## src/rtl/kse_jtag_tdr_req_ctrl.sv

```systemverilog
// TDR request gate for the KSE JTAG FSM: legality check, 1-cycle update->valid, valid held until ready.
// Updates while busy are dropped (overrun); sticky TAP status. Optional timeout flag: KSE_JTAG_TDR_TIMEOUT_EN.
package kse3_jtag_pkg;
  typedef struct packed {
    logic        ahb_valid;
    logic        ahb_hwrite;
    logic [2:0]  ahb_hsize;
    logic [31:0] ahb_haddr;
    logic [31:0] ahb_hwdata;
    logic        enter_jtag_access_mode;
    logic        init_kse3_adac_itf;
  } kse3_jtag_req_t;

  typedef struct packed {
    logic        cmd_ignored;
    logic        ahb_hresp;
    logic [31:0] ahb_hrdata;
  } kse3_jtag_resp_t;
endpackage

module kse_jtag_tdr_req_ctrl
  import kse3_jtag_pkg::*;
#(
  parameter int TimeoutCycles = 1024,
  parameter int TimeoutW      = $clog2(TimeoutCycles + 1)
) (
  input  logic            i_clk,
  input  logic            i_rst,
  input  logic            i_tap_update,
  input  kse3_jtag_req_t  i_tap_req,
  input  logic            i_tap_capture,
  output logic [5:0]      o_tap_status,
  output kse3_jtag_resp_t o_tap_resp,
  output kse3_jtag_req_t  o_kse3_jtag_req,
  output logic            o_tdr_valid,
  input  logic            i_tdr_ready,
  input  kse3_jtag_resp_t i_kse3_jtag_resp
);

  typedef enum logic [1:0] {IDLE, REQ, GAP} state_t;

  state_t state;
  logic   done, ignored, reject, overrun, timeout;
  logic   legal, accept, handshake, set_reject, set_overrun;

  // Exactly one command kind, and AHB accesses must be word aligned.
  always_comb begin
    legal = 1'b0;
    case ({i_tap_req.ahb_valid, i_tap_req.enter_jtag_access_mode, i_tap_req.init_kse3_adac_itf})
      3'b100:         legal = (i_tap_req.ahb_haddr[1:0] == 2'b00);
      3'b010, 3'b001: legal = 1'b1;
      default:        legal = 1'b0;
    endcase
  end

  assign accept      = i_tap_update && (state == IDLE) && legal;
  assign set_reject  = i_tap_update && (state == IDLE) && !legal;
  assign set_overrun = i_tap_update && (state != IDLE);
  assign handshake   = (state == REQ) && i_tdr_ready;

  always_ff @(posedge i_clk or posedge i_rst) begin
    if (i_rst) begin
      state           <= IDLE;
      o_tdr_valid     <= 1'b0;
      o_kse3_jtag_req <= '0;
      o_tap_resp      <= '0;
      done            <= 1'b0;
      ignored         <= 1'b0;
      reject          <= 1'b0;
      overrun         <= 1'b0;
    end else begin
      case (state)
        IDLE: begin
          if (accept) begin
            o_kse3_jtag_req <= i_tap_req;
            o_tdr_valid     <= 1'b1;
            state           <= REQ;
          end
        end
        REQ: begin
          if (i_tdr_ready) begin
            o_tdr_valid <= 1'b0;
            o_tap_resp  <= i_kse3_jtag_resp;
            ignored     <= i_kse3_jtag_resp.cmd_ignored;
            state       <= GAP;
          end
        end
        GAP: begin
          state <= IDLE;
        end
        default: begin
          o_tdr_valid <= 1'b0;
          state       <= IDLE;
        end
      endcase
      // Sticky flags: a set in the capture cycle wins over the clear.
      done    <= handshake   | (done    & ~i_tap_capture);
      reject  <= set_reject  | (reject  & ~i_tap_capture);
      overrun <= set_overrun | (overrun & ~i_tap_capture);
    end
  end

`ifdef KSE_JTAG_TDR_TIMEOUT_EN
  logic [TimeoutW-1:0] to_cnt;
  logic                set_timeout;

  assign set_timeout = (state == REQ) && !i_tdr_ready &&
                       (to_cnt == TimeoutW'(TimeoutCycles - 1));

  // Report-only: the handshake is never abandoned on timeout.
  always_ff @(posedge i_clk or posedge i_rst) begin
    if (i_rst) begin
      to_cnt  <= '0;
      timeout <= 1'b0;
    end else begin
      if (accept) begin
        to_cnt <= '0;
      end else if ((state == REQ) && !i_tdr_ready && (to_cnt != TimeoutW'(TimeoutCycles))) begin
        to_cnt <= to_cnt + 1'b1;
      end
      timeout <= set_timeout | (timeout & ~i_tap_capture);
    end
  end
`else
  logic [TimeoutW-1:0] unused_timeout_cfg;
  assign unused_timeout_cfg = TimeoutW'(TimeoutCycles);
  assign timeout            = 1'b0;
`endif

  assign o_tap_status = {timeout, overrun, reject, ignored, done, (state != IDLE)};

endmodule
```

## config.mk

```make
export PLATFORM = sky130hd
export DESIGN_NAME = kse_jtag_tdr_req_ctrl
export DESIGN_NICKNAME = d
export VERILOG_FILES = /design/src/rtl/kse_jtag_tdr_req_ctrl.sv
export SDC_FILE = /design/constraint.sdc
export NUM_CORES = 1
export LEC_CHECK = 0
export ABC_AREA = 1
export CORE_UTILIZATION = 37
export DETAILED_ROUTE_END_ITERATION = 10
export PLACE_DENSITY = 0.76
export SKIP_LAST_GASP = 1
export SLEW_MARGIN = 10
export SYNTH_ARGS = -nofsm -noshare
export SYNTH_HDL_FRONTEND = slang
export SYNTH_SLANG_ARGS = --single-unit
```

## constraint.sdc

```tcl
create_clock -name i_clk -period 3.65 [get_ports i_clk]
set_clock_uncertainty 0.2 [all_clocks]
set_input_delay 0.5475 -clock i_clk [delete_from_list [all_inputs] [get_ports i_clk]]
set_output_delay 0.5475 -clock i_clk [all_outputs]
set_load 0.03 [all_outputs]
```

Word-level counts from Yosys, hierarchy flattened
Index checks and enable logic that the tools add are counted.
{"block": "totals", "register_bits": 111, "out_inout_bits": 112, "input_bits": 110, "elab_cells": 51}
{"block": "op_classes", "mux": 7, "n_eq_ne": 7, "bitwise_logic": 8, "n_reduce_logical": 14}
{"cell": "$reduce_and A2 Y1", "count": 3}
{"cell": "$logic_and A1 B1 Y1", "count": 5}
{"cell": "$logic_not A2 Y1", "count": 2}
{"cell": "$mux W2", "count": 2}
{"cell": "$ne A2 B2 Y1 const B", "count": 2}
{"cell": "$pmux W2 S2", "count": 1}
{"cell": "$and A1 B1 Y1", "count": 3}
{"cell": "$eq A3 B1 Y1 const B", "count": 1}
{"cell": "$eq A3 B2 Y1 const B", "count": 1}
{"cell": "$eq A3 B3 Y1 const B", "count": 1}
{"cell": "$or A1 B1 Y1", "count": 3}
{"cell": "$pmux W1 S3", "count": 1}
{"cell": "$reduce_and A3 Y1", "count": 1}
{"cell": "$eq A2 B1 Y1 const B", "count": 1}
{"cell": "$eq A2 B2 Y1 const B", "count": 1}
{"cell": "$mux W1", "count": 2}
{"cell": "$not A1 Y1", "count": 2}
{"cell": "$pmux W1 S2", "count": 1}
{"cell": "$reduce_bool A2 Y1", "count": 1}
{"cell": "$reduce_or A2 Y1", "count": 1}
{"cell": "$logic_not A1 Y1", "count": 1}

Logic depth before layout (Yosys ltp)
Gate-level depths: netlist (run 1).
{"block": "logic_depth", "depth_word": 6, "ltp_mapped": 8}

Least setup slack after synthesis (run 1)
No wires, ideal clock.
{"block": "synth_path", "path_kind": "input to register", "from": "input i_tap_req[1] (netlist bit)", "to": "register o_kse3_jtag_req[0] (netlist bit)", "path_slack_ps": 2078, "stages": 8, "t_arrival_ps": 1254, "t_required_ps": 3332, "path_cell_list": "inv_1 -> nand2_1 -> nand2_1 -> nand2_2 -> nand3_4 -> buf_6 -> nand2_1 -> nand2_1"}
{"block": "synth_via", "elab_chain_cells": 5}
{"item": "from (decl)", "line": "30", "source": "input kse3_jtag_req_t i_tap_req,"}
{"item": "$eq A3 B2 Y1 or $eq A3 B1 Y1 (tied branches)", "line": "49", "source": "case ({i_tap_req.ahb_valid, i_tap_req.enter_jtag_access_mode, i_tap_req.init_kse3_adac_itf})"}
{"item": "$reduce_or A2 Y1", "line": "49"}
{"item": "$pmux W1 S2 (*)", "line": "49"}
{"item": "$logic_and A1 B1 Y1 (*)", "line": "56", "source": "assign accept = i_tap_update && (state == IDLE) && legal;"}
{"item": "$reduce_and A2 Y1 (no source line) (*)"}
{"item": "to (signal assigned)", "line": "75", "source": "o_kse3_jtag_req <= i_tap_req;"}
{"item": "to (decl)", "line": "34", "source": "output kse3_jtag_req_t o_kse3_jtag_req,"}
Mark *: on every way between the ends. The rest lies on a longest branch, timed or not.
A chain may end at the register's enable or synchronous reset.

Worst setup path after layout (run 1)
{"block": "layout_path", "from": "register state[0]", "to": "output o_tap_status[0]"}
{"block": "layout_via", "elab_chain_cells": 1}
{"item": "from (decl)", "line": "42", "source": "state_t state;"}
{"item": "from (signal assigned)", "line": "63", "source": "state <= IDLE;"}
{"item": "from (signal assigned)", "line": "77", "source": "state <= REQ;"}
{"item": "from (signal assigned)", "line": "85", "source": "state <= GAP;"}
{"item": "$reduce_bool A2 Y1", "line": "130", "source": "assign o_tap_status = {timeout, overrun, reject, ignored, done, (state != IDLE)};"}
{"item": "to (decl)", "line": "32", "source": "output logic [5:0] o_tap_status,"}
Every way passes these cells.

==> results of run 1 <==
worst paths after layout:
kind	to	cells after the start
setup / recovery	o_tap_status[0]	3
hold / removal	o_kse3_jtag_req[51]	2
setup reg to reg	o_kse3_jtag_req[40]	6
hold reg to reg	o_kse3_jtag_req[51]	2
max in group asynchronous	o_tap_resp[17]	3
min in group asynchronous	ignored	2
state kept, by name (all words and copies together) (netlist names):
| name | cells |
|---|---|
| overrun | 1 |
| done | 1 |
| ignored | 1 |
| state | 2 |
| reject | 1 |
| o_tdr_valid | 1 |
| o_kse3_jtag_req | 71 |
| o_tap_resp | 33 |
tightest hold or removal path, delay by kind of cell (launching register included):
kind | cells | cell delay, ns
DFF | 1 | 0.35
and+or+nand+nor | 2 | 0.09
cell usage in the layout (no fill, tap or decap), drive strengths merged:
cell	count
conb	1
clkinv	2
buf	9
nand4	71
nand3	3
inv	10
nand2	255
nor2	2
clkdlybuf4s50	220
a21oi	1
clkbuf	12
dfrtp	111
clkinvlp	4
o21ai	4
report_power, final:
group / switching [W] / internal, W
logic: 0.00140 / 0.000959
clock network: 0.000437 / 0.000485
registers: 0.000241 / 0.00163
area by class of cell:
cell class / count / area [um^2] / share of cell area, %
clock buffers: 12 / 246 / 3.49
clock inverters: 4 / 31.3 / 0.443
inverters: 12 / 48.8 / 0.692
multi-input cells: 337 / 1490 / 21.0
flip-flops and latches: 111 / 2780 / 39.4
well taps: 147 / 184 / 2.61
repair buffers: 229 / 2280 / 32.3
cells by family after synthesis:
group / Yosys count
AND/OR/NAND/NOR: 331
flip-flops: 111
buffers and inverters: 52
AO/OA/AOI/OAI: 5
other: 1
layer usage:
metal	wire, um	part of all wire, %	global-route usage, %
met1	5370	41	25.7
met2	6350	49	35.3
met3	1060	8.1	6.11
met4	227	1.7	6.58
met5	0	0	0
through the flow:
| step | power (W) | hold WS, ns |
|---|---|---|
| 2_1_floorplan | 0.00316 | 0.273 |
| 3_3_place_gp | 0.00419 | 0.253 |
| 3_5_place_dp | 0.00426 | 0.258 |
| 4_1_cts | 0.00520 | 0.277 |
| 5_1_grt | 0.00543 | 0.291 |
| 6_report | 0.00515 | 0.273 |
==> metrics.md, run 1 <==
| Metric | Value |
|---|---|
| Yosys reg bits | `between 100 and 150` |
| Post-Place Cell Area | `6780 um^2` |
| Top Ports | `between 200 and 250` |
| Simple-Gate Fraction of Synth Area | `32.0%` |
| Max VDD drop | `roughly 0.00040 V` |
| Max Clk Rate | `about 430 MHz` |
| Total CTS buffers | `9` |
| DR WL/cell | `between 15 and 20 um` |
| Yosys top cell by area | `dfrtp_1` |
| Critical path startpoint category | `register` |
| Area growth, synth to finish | `54.9%` |
| Core Area | `approximately 12000 um^2` |
| Register area share after synthesis | `between 60% and 70%` |
| Synth area leaders | `dfrtp_1, nand2_1, nand4_1` |
| Starting density of the core | `around 38%` |
| Tot GR Track Use | `around a fifth` |
| Fin area | `approximately 7000 um^2` |
| Buf/Inv on CP | `2` |
| Slowest cell delay on critical path | `approximately 0.7 ns` |
| Clock slew at reported path FFs | `about 0.080 ns` |
| Synthesized cell area | `4550 um^2` |
| Count leader, synth | `nand2_1` |
| Synth Area in Compound Gates | `less than 1%` |
| CTS tree | `built` |
| Adder-Cell Fraction of Synth Area | `0%` |
| Post-CTS sizing | `0` |
| Die width | `about 110 um` |
| Register-to-register setup slack | `1.63 ns` |
| DR pass1 iterations | `4` |
| Status | `finished, final reports clean` |
| Syn Nets | `a little over 600` |
| HP Class | `register to register` |
| Cell count after synthesis | `500` |
| Worst-Margin Slew | `0.796 ns` |
| Global-route wire length before repair | `between 20000 and 25000 um` |
| Die area | `around 13000 um^2` |
| Mapped Avg Cell Area | `between 9 and 10 um^2` |
| Post-CTS Setup Inserts | `0` |
| Setup TNS | `0 ns` |
| Clk sinks | `~110` |
| Critical Path Start | `state[0]` |
| Share of cells above drive strength 1 | `roughly 4.5%` |
| Placed insts | `around 840` |
| Initial antenna violation count | `0` |
| Clock Latency Late Sink | `~0.33 ns` |
| Nets | `approximately 800` |
| Ys Warns | `0` |
| Critical Path Sink Type | `output pin` |
| Critical Path AT | `1.57 ns` |
| Worst path slowest cell | `clkdlybuf4s50_1` |
| Post-synth top cells | `nand2_1, dfrtp_1, nand4_1, buf_2, clkbuf_1` |
| Max H-tree Level | `3` |
| HPWL Detailed | `roughly 9000 um` |
| Post-place setup slack | `0.992 ns` |
| DRC Markers | `0` |
| Slack of the critical path | `1.33 ns` |
| PortBufs | `220` |
| Hold path startpoint | `o_kse3_jtag_req[51]` |
| Final worst path period need | `2.32 ns` |
| GRT Residual Overflow | `0` |
| Top delay family on crit path | `buffers and inverters` |
| CP Cell Sequence | `inv_2 > nand2_2 > clkdlybuf4s50_1` |
| Top cell type's share of synthesized area | `approximately three fifths` |
| Final setup fails | `0` |
| Number of synthesized flops with an enable pin | `0` |
| Final antenna-violating net count | `0` |
| Max-Cap Viols | `0` |
| Synth Flop Type | `dfrtp_1` |
| Crit Reg-Reg Startpoint | `state[0]` |
| Clock Root Buffer | `clkbuf_16` |
| Initial DRC Count | `between 300 and 400` |
| Total Wirelength | `13000 um` |
| Die Y | `about 110 um` |
| Clock Tree Buf Depth | `2` |
| CP required | `between 2 and 3 ns` |
| CP max FO | `3` |
| Multiplexer share of the synthesized area | `0%` |
| GP Congestion | `~0.74` |
| Finished Layout Cells | `852` |
| Post-synthesis xor/xnor area fraction | `0%` |
| Vias | `around 4.3k` |
| Crit Path Class | `register to output pin` |
| Ant diodes | `0` |
| DR vias/cell | `~5` |
| Pin count of the biggest net entering global routing | `74` |
| Worst slew margin | `between 40% and 50%` |
| Final Max Slew Viols | `0` |
| Fill cells | `approximately 1.1k` |
| Util after Layout | `between 50 and 60%` |
| Post-route clock period utilization | `63.6%` |
| Final hold vios | `0` |
| Async set-reset flop share out of synthesis | `between 90% and 100%` |
| P_leak | `~3.4 nW` |
| Largest family of logic cells by synthesized area | `simple AND/OR/NAND/NOR gates` |
| Vias in the first global route | `around 4.3k` |
| Synth cell types | `20` |
| Pwr/cell area | `around 730 nW/um^2` |
| Hold-fix buffer count after cts | `0` |
| RSZ-0062 raised after global routing | `no` |
| Std cell rows | `40` |
Note: power is estimated with default switching activity, not from simulation.
==> run 2: changes to the inputs <==
CORE_UTILIZATION = 41   (was 37)
PLACE_DENSITY = 0.8   (was 0.76)
clock period = 2.2 ns   (was 3.65 ns; I/O delays follow)
==> run 2 against run 1 <==
Net effect:
- sequential share of layout area decreased by 0.17 points
- non-clock buffer count increased by 9
- combinational power increased by 69%
- worst hold slack got worse by 0.14 ns
- routed wire length increased by 0.20%
- critical path depth decreased by 2
- flip-flop and latch count unchanged
- utilization increased by 6.6 points
- die area decreased by 9.6%
- count of clock-buffer cells in the layout decreased by 1
==> metrics.md, run 2 (synthesis gave the netlist of run 1 again) <==
| Metric | Value |
|---|---|
| Status | `finished, final reports clean` |
| Pwr/cell area | `1150 nW/um^2 (+58%)` |
| Top reg by flops | `o_kse3_jtag_req` |
| Final Max Slew Viols | `0 (unchanged)` |
| Final hold vios | `0 (unchanged)` |
| Clock Tree Buf Depth | `2 (unchanged)` |
| Tot GR Track Use | `22.8% (+2.0 points)` |
| Crit Reg-Reg Startpoint | `state[0]` |
| CP max FO | `2 (-1)` |
| FF-to-FF path depth | `6 (unchanged)` |
| Total power | `0.00814 W (+58%)` |
| Commonest non-fill, non-tap cell in the layout | `nand2_1` |
| Total CTS buffers | `9 (unchanged)` |
| Post-CTS Setup Inserts | `0 (unchanged)` |
| Die width | `107 um (-4.9%)` |
| Die area | `11500 um^2 (-9.6%)` |
| Most frequent cells in the layout | `nand2_1, clkdlybuf4s50_1, dfrtp_1` |
| P_leak | `3.42 nW (+1.3%)` |
| Top Ports | `222 (unchanged)` |
| DR WL/cell | `15.3 um (about the same)` |
| Global-route wire length before repair | `20400 um (-4.5%)` |
| DRC Markers | `0 (unchanged)` |
| Share of cells above drive strength 1 | `6.02% (+1.5 points)` |
| PortBufs | `220 (unchanged)` |
| Max-Cap Viols | `0 (unchanged)` |
| Reg2reg end | `o_kse3_jtag_req[48]` |
| Nets | `819 (+1.1%)` |
| Ant diodes | `0 (unchanged)` |
| Starting density of the core | `42.0% (+4.1 points)` |
| Crit Path Class | `register to output pin` |
| Finished Layout Cells | `854 (+0.23%)` |
| Register-to-register setup slack | `0.61 ns (-1.02 ns)` |
| Max reg flops | `71 (unchanged)` |
| Final setup fails | `0 (unchanged)` |
| Worst-Margin Slew | `0.500 ns (-0.296 ns)` |
| RSZ-0062 raised after global routing | `no` |
| Clock Root Buffer | `clkbuf_8` |
| Clock Latency Late Sink | `0.36 ns (+0.03 ns)` |
| Clk sinks | `111 (unchanged)` |
| Hold-fix buffer count after cts | `0 (unchanged)` |
| Post-CTS sizing | `0 (unchanged)` |
| Top delay family on crit path | `buffers and inverters` |
| CTS tree | `built` |
| HPWL Detailed | `9660 um (+7.1%)` |
| Vias | `4243 (-0.31%)` |
| Initial antenna violation count | `0 (unchanged)` |
| Buf/Inv on CP | `1 (-1)` |
| Initial DRC Count | `272 (-24%)` |
| DR pass1 iterations | `4 (unchanged)` |
| Critical path startpoint category | `register` |
| Slowest cell delay on critical path | `0.70 ns (about the same)` |
| HP Class | `input pin to asynchronous set/reset pin` |
| Std cell rows | `38 (-5.0%)` |
| Worst path slowest cell | `clkdlybuf4s50_1` |
| Biggest regs | `o_kse3_jtag_req (71), o_tap_resp (33), state (2)` |
| GP Congestion | `0.759 (+2.1%)` |
| Setup TNS | `0 ns (unchanged)` |
| Final worst path period need | `around 2.0 ns` |
| Pin count of the biggest net entering global routing | `42 (-43%)` |
| Die Y | `107 um (-4.9%)` |
| Critical Path Sink Type | `output pin` |
| Area growth, synth to finish | `55.6%` |
| Core Area | `10800 um^2 (-9.7%)` |
| Max VDD drop | `0.000669 V (+67%)` |
| CP Cell Sequence | `clkdlybuf4s50_1` |
| Vias in the first global route | `4170 (-4.0%)` |
| Clock slew at reported path FFs | `0.10 ns (+0.02 ns)` |
| Post-route clock period utilization | `just under 90%` |
| GRT Residual Overflow | `0 (unchanged)` |
| Critical Path AT | `1.43 ns (-0.14 ns)` |
| Total Wirelength | `13000 um (+0.20%)` |
| Final antenna-violating net count | `0 (unchanged)` |
| Max Clk Rate | `around 510 MHz` |
| Fill cells | `887 (-17%)` |
| DR vias/cell | `4.97 (-0.54%)` |
| Worst slew margin | `66.6% (+20 points)` |
| Placed insts | `838 (+0.24%)` |
| CP required | `1.67 ns (-1.23 ns)` |
| Util after Layout | `65.4% (+6.6 points)` |
| Max H-tree Level | `3 (unchanged)` |
==> run 2: cell count changes in the layout (fill, tap and decap cells not counted) <==
| cell | before | now |
|---|---|---|
| clkbuf_8 | 1 | 11 |
| clkbuf_16 | 9 | 0 |
| buf_12 | 1 | 6 |
| buf_4 | 8 | 12 |
| clkbuf_1 | 2 | 0 |
| clkinv_2 | 0 | 2 |
| clkdlybuf4s50_1 | 220 | 219 |
| clkinv_4 | 1 | 0 |
| dlymetal6s2s_1 | 0 | 1 |
==> run 2: worst max path at each step <==
stage	start	end	slack [ns]	cells past startpoint
after floorplan	i_rst	done	0.33	1
after global placement	i_tap_req[34]	o_kse3_jtag_req[56]	0.16	7
after detailed placement	i_tap_req[34]	o_kse3_jtag_req[37]	0.11	7
after CTS	state[0]	o_tap_status[0]	0.03	3
after global routing	o_kse3_jtag_req[31]	o_kse3_jtag_req[31]	0.18	1
final	o_kse3_jtag_req[6]	o_kse3_jtag_req[6]	0.24	1
==> run 2: cell type report <==
cell class	instances	area, um^2	area share, %
Clock buffer	11	151	2.14
Tap cell	140	175	2.47
Sequential cell	111	2780	39.2
Clock inverter	5	32.5	0.459
Timing Repair Buffer	238	2410	34.1
Multi-Input combinational cell	337	1490	21.0
Inverter	12	48.8	0.689
==> run 2: power by group <==
group / total, W / internal [W] / switching, W
registers: 0.00306 / 0.00270 / 0.000359
clock network: 0.00112 / 0.000470 / 0.000649
logic: 0.00396 / 0.00163 / 0.00233
total: 0.00814 / 0.00480 / 0.00334
==> run 2: through the flow <==
| stage | setup slack, ns | hold WS [ns] | cell area (um^2) |
|---|---|---|---|
| floorplan | 0.327 | 0.226 | 4560 |
| global placement | 0.162 | 0.253 | 6900 |
| detailed placement | 0.107 | 0.258 | 6900 |
| CTS | 0.0284 | 0.132 | 7080 |
| global route | 0.182 | 0.153 | 7090 |
| finish | 0.240 | 0.137 | 7090 |
==> run 2: metal layers <==
| metal | GRT usage [%] | share of wire (%) | vias up |
|---|---|---|---|
| met3 | 5.93 | 8.3 | 18 |
| met2 | 38.5 | 48 | 152 |
| met4 | 8.81 | 1.8 | 0 |
| met1 | 28.0 | 42 | 2034 |
| li1 | - | - | 2039 |
| met5 | 0 | 0 | - |
